<file path="src/rtl/operand_bypass_unit.sv">
// Execute-stage operand select with a DEPTH-entry forwarding history.
// Pending load results are filled in place and raise stall when they are the youngest match.
module operand_bypass_unit #(
    parameter int WIDTH = 16,
    parameter int DEPTH = 3,
    parameter int RA_W  = 4,
    parameter int IMM_W = 8
) (
    input  logic             clk,
    input  logic             rst,
    input  logic             adv,
    input  logic             flush,
    input  logic             wr_en,
    input  logic [RA_W-1:0]  wr_addr,
    input  logic [WIDTH-1:0] wr_data,
    input  logic             wr_ready,
    input  logic             fill_en,
    input  logic [WIDTH-1:0] fill_data,
    input  logic [2:0]       src_mode,
    input  logic [RA_W-1:0]  src_addr,
    input  logic [WIDTH-1:0] rf_data,
    input  logic [IMM_W-1:0] imm,
    input  logic [WIDTH-1:0] pc,
    output logic [WIDTH-1:0] src,
    output logic             hit,
    output logic             stall,
    output logic             err
);

    typedef struct packed {
        logic             valid;
        logic             ready;
        logic [RA_W-1:0]  addr;
        logic [WIDTH-1:0] data;
    } entry_t;

    entry_t [DEPTH-1:0] hist_q, hist_d;
    entry_t [DEPTH-1:0] filled;
    logic               err_q, err_d;
    logic               fill_found;

    logic               m_hit;
    logic               m_ready;
    logic [WIDTH-1:0]   m_data;
    logic [IMM_W/2-1:0] imm_lo;

    // Fill targets the oldest pending entry, then the filled view is what shifts.
    always_comb begin
        filled     = hist_q;
        fill_found = 1'b0;
        for (int k = DEPTH - 1; k >= 0; k--) begin
            if (fill_en && !fill_found && hist_q[k].valid && !hist_q[k].ready) begin
                filled[k].data  = fill_data;
                filled[k].ready = 1'b1;
                fill_found      = 1'b1;
            end
        end
    end

    always_comb begin
        hist_d = filled;
        err_d  = err_q;
        if (flush) begin
            hist_d = hist_q;
            for (int k = 0; k < DEPTH; k++) begin
                hist_d[k].valid = 1'b0;
            end
        end else if (adv) begin
            if (filled[DEPTH-1].valid && !filled[DEPTH-1].ready) begin
                err_d = 1'b1;
            end
            for (int k = DEPTH - 1; k >= 1; k--) begin
                hist_d[k] = filled[k-1];
            end
            hist_d[0].valid = wr_en && (wr_addr != '0);
            hist_d[0].ready = wr_ready;
            hist_d[0].addr  = wr_addr;
            hist_d[0].data  = wr_data;
        end
    end

    always_ff @(posedge clk) begin
        if (rst) begin
            hist_q <= '0;
            err_q  <= 1'b0;
        end else begin
            hist_q <= hist_d;
            err_q  <= err_d;
        end
    end

    // Youngest match wins: scan oldest to youngest so lower k overwrites.
    always_comb begin
        m_hit   = 1'b0;
        m_ready = 1'b0;
        m_data  = '0;
        for (int k = DEPTH - 1; k >= 0; k--) begin
            if ((src_addr != '0) && hist_q[k].valid && (hist_q[k].addr == src_addr)) begin
                m_hit   = 1'b1;
                m_ready = hist_q[k].ready;
                m_data  = hist_q[k].data;
            end
        end
    end

    assign imm_lo = imm[IMM_W/2-1:0];

    always_comb begin
        src   = '0;
        hit   = 1'b0;
        stall = 1'b0;
        case (src_mode)
            3'd1: src = WIDTH'($signed(imm_lo));
            3'd2: src = WIDTH'($signed(imm));
            3'd3: src = pc;
            3'd4: src = WIDTH'(imm);
            default: begin
                if (m_hit) begin
                    src   = m_data;
                    hit   = 1'b1;
                    stall = !m_ready;
                end else if (src_addr != '0) begin
                    src = rf_data;
                end
            end
        endcase
    end

    assign err = err_q;

endmodule

</file>
<file path="config.mk">
export PLATFORM = sky130hd
export DESIGN_NAME = operand_bypass_unit
export DESIGN_NICKNAME = d
export VERILOG_FILES = /design/src/rtl/operand_bypass_unit.sv
export SDC_FILE = /design/constraint.sdc
export NUM_CORES = 1
export LEC_CHECK = 0
export ABC_AREA = 1
export CORE_ASPECT_RATIO = 1.25
export CORE_MARGIN = 10
export CORE_UTILIZATION = 46
export CTS_CLUSTER_SIZE = 12
export DETAILED_ROUTE_END_ITERATION = 7
export GPL_TIMING_DRIVEN = 0
export PLACE_DENSITY = 0.83
export SLEW_MARGIN = 15
export SYNTH_ARGS = -nofsm -noshare
export SYNTH_HDL_FRONTEND = slang
export SYNTH_SLANG_ARGS = --single-unit
export TNS_END_PERCENT = 100
</file>
<file path="constraint.sdc">
create_clock -name clk -period 2.3 [get_ports clk]
set_input_delay 0.69 -clock clk [delete_from_list [all_inputs] [get_ports clk]]
set_output_delay 0.69 -clock clk [all_outputs]
set_load 0.02 [all_outputs]
</file>
* Word level (Yosys, flattened, before mapping)
Index checks and enable logic that the tools add are counted.
Word-level totals: flip-flop bits (word level) 67, input port bits 90, output and inout bits 19, word-level logic and storage cells 77
Cells by class: equal/unequal tests 7, mux-type cells 25, bitwise gates (word level) 1, reductions and logical operators 31
Operator list (count):
- 16-bit two-way mux | 8
- 65-bit two-way mux | 1
- 16-bit case mux with 4 select lines | 1
- 1-bit logical AND | 16
- 1-bit two-way mux | 15
- 4-bit == test | 3
- 4-bit nonzero test | 2
- 1-bit logical NOT | 7
- 3-bit by 2-bit == test with 1-bit output (second input constant) | 2
- 2-bit AND reduction | 2
- 4-bit OR reduction | 1
- 3-bit by 1-bit == test with 1-bit output (second input constant) | 1
- 3-bit == test (second input constant) | 1
- 3-bit AND reduction | 1
- 2-bit nonzero test | 1
- 2-bit OR reduction | 1
- 1-bit NOT | 1

* Logic depth before layout (Yosys ltp)
depth in word-level cells 14, depth in mapped cells 12, depth with buffers taken out 11

* Worst setup path after synthesis
Ideal clock, no wire load.
path kind input to output, start input port src_mode[2], end output port src[7], arrival 1817 ps, data required time 1610 ps, setup slack -207 ps, stages on the path 5, buffers on the path 0, path through inv_1 -> nand3_1 -> o21ai_0 -> nor3_1 -> nor2_1
On the way: longest elaborated chain between the ends 2, elaborated cells on any way between the ends 5, those cells by class eq/ne (4); mux (1)
RTL lines:
- start, declared | RTL line 19 | input logic [2:0] src_mode,
- 3-bit == test, or another cell as far along | RTL line 112 | case (src_mode)
- 16-bit case mux with 4 select lines (*) | RTL line 112
- end, declared | RTL line 24 | output logic [WIDTH-1:0] src,
Mark *: on every way between the ends. The rest lies on a longest branch, timed or not.

* Worst setup path after layout
start input port src_addr[3], end output port src[15]
On the way: longest elaborated chain between the ends 8, elaborated cells on any way between the ends 19, those cells by class eq/ne (3); mux (9); reduce/logical (7)
RTL lines:
- start, declared | RTL line 20 | input logic [RA_W-1:0] src_addr,
- 4-bit nonzero test | RTL line 98, 122
- 1-bit logical AND (2 in series) | RTL line 98 | if ((src_addr != '0) && hist_q[k].valid && (hist_q[k].addr == src_addr)) begin
- 16-bit two-way mux or 1-bit two-way mux (tied branches) (3 in series) | RTL line 98
- 16-bit two-way mux (*) | RTL line 118 | if (m_hit) begin
- 16-bit case mux with 4 select lines (*) | RTL line 112
Marks and branches as above.

==> impl_results.md <==
- DIE AREA: 0.01487 mm^2
- Largest net degree at the start of global routing: 11
- Ys flop type: dfxtp_1
- Dpl ws: -1.587 ns
- Clk sinks: 67
- Clock root buffer: clkbuf_16
- Wirelength per Cell: 18.76 um
- Clock-pin slew on the worst setup and hold paths: 0.05 ns
- DRC viols: 0
- Status: finished, violations left
- Worst Max-Slew Pin Slew: between 0.6 and 0.7 ns
- Cts hold-fix bufs: 0
- Initial DRC Count: between 500 and 600
- Lkg Pwr: 3.220 nW
- Overflow after GRT: 0
- Vias: 6130
- Startpoint Class: primary input
- WS Path Type: primary input to primary output
- FMAX: around 350 MHz
- Hold Crit Class: flip-flop to flip-flop
- Final Net Count: around 1.0k
- Library cells used by synthesis: 39
- Slowest cell on the critical path: nor2_4
- Die Span Y: between 100 and 150 um
- Syn Area/Cell: between 6 and 7 um^2
- N_diodes: 0
- Overall routed net length: 19870 um
- Commonest non-fill, non-tap cell in the layout: nand2_1
- Core Rows: between 40 and 50
- Vias in the first global route: 6064
- Die width: approximately 110 um
- Final Hold Viols: 0
- CP peak stage delay: ~0.26 ns
- Async SR Flop Fraction: 0
- Met2 Wirelength: 9306 um
- Final setup vio count: 18
- Met3 WL post-DR: ~2000 um
- First-pass GRT wire length: approximately 30000 um
- CP most frequent cell: nand2_2
- Syn-to-layout area delta: 54.29%
- RSZ-0062 raised after global routing: true
- Tcrit/Tclk final: 1.227
- Max transition margin: 0.5978
- Setup ws final: -0.5217 ns
- Sequential area share after synthesis: 0.2811
- Cells after Synth: 773
- TritonCTS Buffers: 9
- Initial Utilization: 0.4721
- Post-synthesis cell area: between 0.004 and 0.005 mm^2
- Synth Register Bits: 67
- Final Slew Violations: 0
- P per Cell Area: around 500 mW/mm^2
- Routability cong.: 0.9031
- CTS tree: built
- VDD IR max: between 0.4 and 0.5 mV
- Most frequent cells in the layout: nand2_1, clkdlybuf4s50_1, inv_1, dfxtp_1, nor2_1
- Initial antenna violation count: 0
- Number of top-level pins: about 110
- CTS H-tree lvls: 3
- I/O Buffers: approximately 110
- Violated checks: negative setup slack
- Syn nets: roughly 860
- HPWL Detailed: around 13000 um
- Max_cap viols: 0
- Worst-Skew Late Latency: 0.34 ns
- Final min period: 2.822 ns
- Routed Antenna Nets: 0
- Share of layout cells above drive strength 1: 0.2634
- Critical path's top delay family: simple AND/OR/NAND/NOR gates
- Final Skew: about 0.010 ns
- Ys Warns: 0
- Crit Path Max Fanout: 6
- Top Layer Used: met4
- Wire length on met1: approximately 7300 um
- Post-synth EDFFs: 0
- Routed vias/inst: a little under 6
- Cells along the critical path: buf_12 -> inv_8 -> a21oi_2 -> nand2_2 -> nor2_4 -> nand2_8 -> clkbuf_16 -> nand4_1 -> nand3_1 -> nand2_1 -> nand2_2 -> buf_6
- CP Capture Type: primary output
- CP Data Required Time: 1.61 ns
- WP buf/inv: 4
- Drt first pass iters: 6
- Total track usage: 0.2451
- Final core utilization: 0.7284
- Deepest clock path buffer count: 2
- Core Region: 0.01011 mm^2
- Arr. time, crit path: around 2.1 ns
-- layout make-up --
cell class              instances  area (um^2)
fillers                       729         2745
plain buffers                  46        361.6
repair buffers                142         1536
flip-flops and latches         67         1341
clock buffers                  12        246.5
well taps                     129        161.4
inverters                      86        371.6
clock inverters                 2        37.54
multi-input cells             575         3304
-- layer usage --
metal  vias up  GRT usage
li1       2863          -
met1      2743     0.2751
met2       406     0.4045
met3       118    0.05935
met4         0     0.1638
met5         -          0
-- through the flow --
stage	total power, W	setup TNS (ns)	cells	area, um^2	hold slack (ns)
after floorplan	0.001806	-0.6882	773	4995	0.4339
after global placement	0.002169	-31.32	1009	6227	0.4483
after detailed placement	0.002183	-32.67	1009	6227	0.4484
after CTS	0.003612	-6.845	1052	7139	0.4568
after global routing	0.003818	-9.324	1059	7361	0.4775
final	0.003688	-8.512	1059	7361	0.4577
-- state kept, by name (all words and copies together), names as in the netlist --
register / flops
err: 1
filled: 15
hist_q: 51
-- cells in the mapped netlist (2+ instances only) --
| library cell | number | area share |
|---|---|---|
| a21oi_1 | 34 | 0.036 |
| a22oi_1 | 4 | 0.0063 |
| a31oi_1 | 16 | 0.021 |
| buf_1 | 3 | 0.0024 |
| buf_2 | 16 | 0.017 |
| buf_4 | 6 | 0.0094 |
| buf_6 | 3 | 0.0071 |
| buf_8 | 2 | 0.0063 |
| clkbuf_1 | 16 | 0.013 |
| dfxtp_1 | 67 | 0.28 |
| inv_1 | 71 | 0.056 |
| inv_2 | 13 | 0.010 |
| nand2_1 | 210 | 0.17 |
| nand2_2 | 2 | 0.0026 |
| nand3_1 | 52 | 0.055 |
| nand3_4 | 4 | 0.015 |
| nand4_1 | 31 | 0.041 |
| nor2_1 | 73 | 0.057 |
| nor2_2 | 4 | 0.0052 |
| nor2_4 | 5 | 0.012 |
| nor2_8 | 2 | 0.0084 |
| nor3_1 | 3 | 0.0031 |
| o21a_1 | 14 | 0.022 |
| o21ai_0 | 56 | 0.059 |
| o21ai_1 | 26 | 0.027 |
| o21ai_2 | 10 | 0.018 |
| o22ai_1 | 11 | 0.014 |
| or2_1 | 6 | 0.0079 |
| or2_2 | 3 | 0.0039 |
-- path summary, 6_finish.rpt --
check,from,to,slack (ns),depth (start not counted)
max,src_addr[3],src[15],-0.52,12
min,hist_q[34],hist_q[34],0.46,2
max reg2reg,filled[65],hist_q[35],0.69,9
min reg2reg,hist_q[34],hist_q[34],0.46,2
-- cell families after synthesis --
group | Yosys count | synth area share
AND/OR/NAND/NOR | 398 | 0.3821
AO/OA/AOI/OAI | 175 | 0.2124
buffers and inverters | 132 | 0.1225
flip-flops | 67 | 0.2811
XOR/XNOR | 1 | 0.001836
-- power by group --
group          total, W  internal [W]  switching, W
registers       0.00128       0.00123     0.0000513
logic           0.00105      0.000478      0.000569
clock network   0.00136      0.000857      0.000501
-- worst min-delay path, cell delays in order, from the launching register on --
cell and delay [ns]:
dfxtp_1 0.31, nand2_1 0.05, o21ai_1 0.05
-- timing repair --
action | in CTS | in global routing
pin swaps | 42 | 17
setup buffers | 22 | 6
gates resized for setup | 239 | 35
gates cloned | 7 | 1
setup endpoints to repair | 18 | 20
Power figures use the tool's default switching activity.
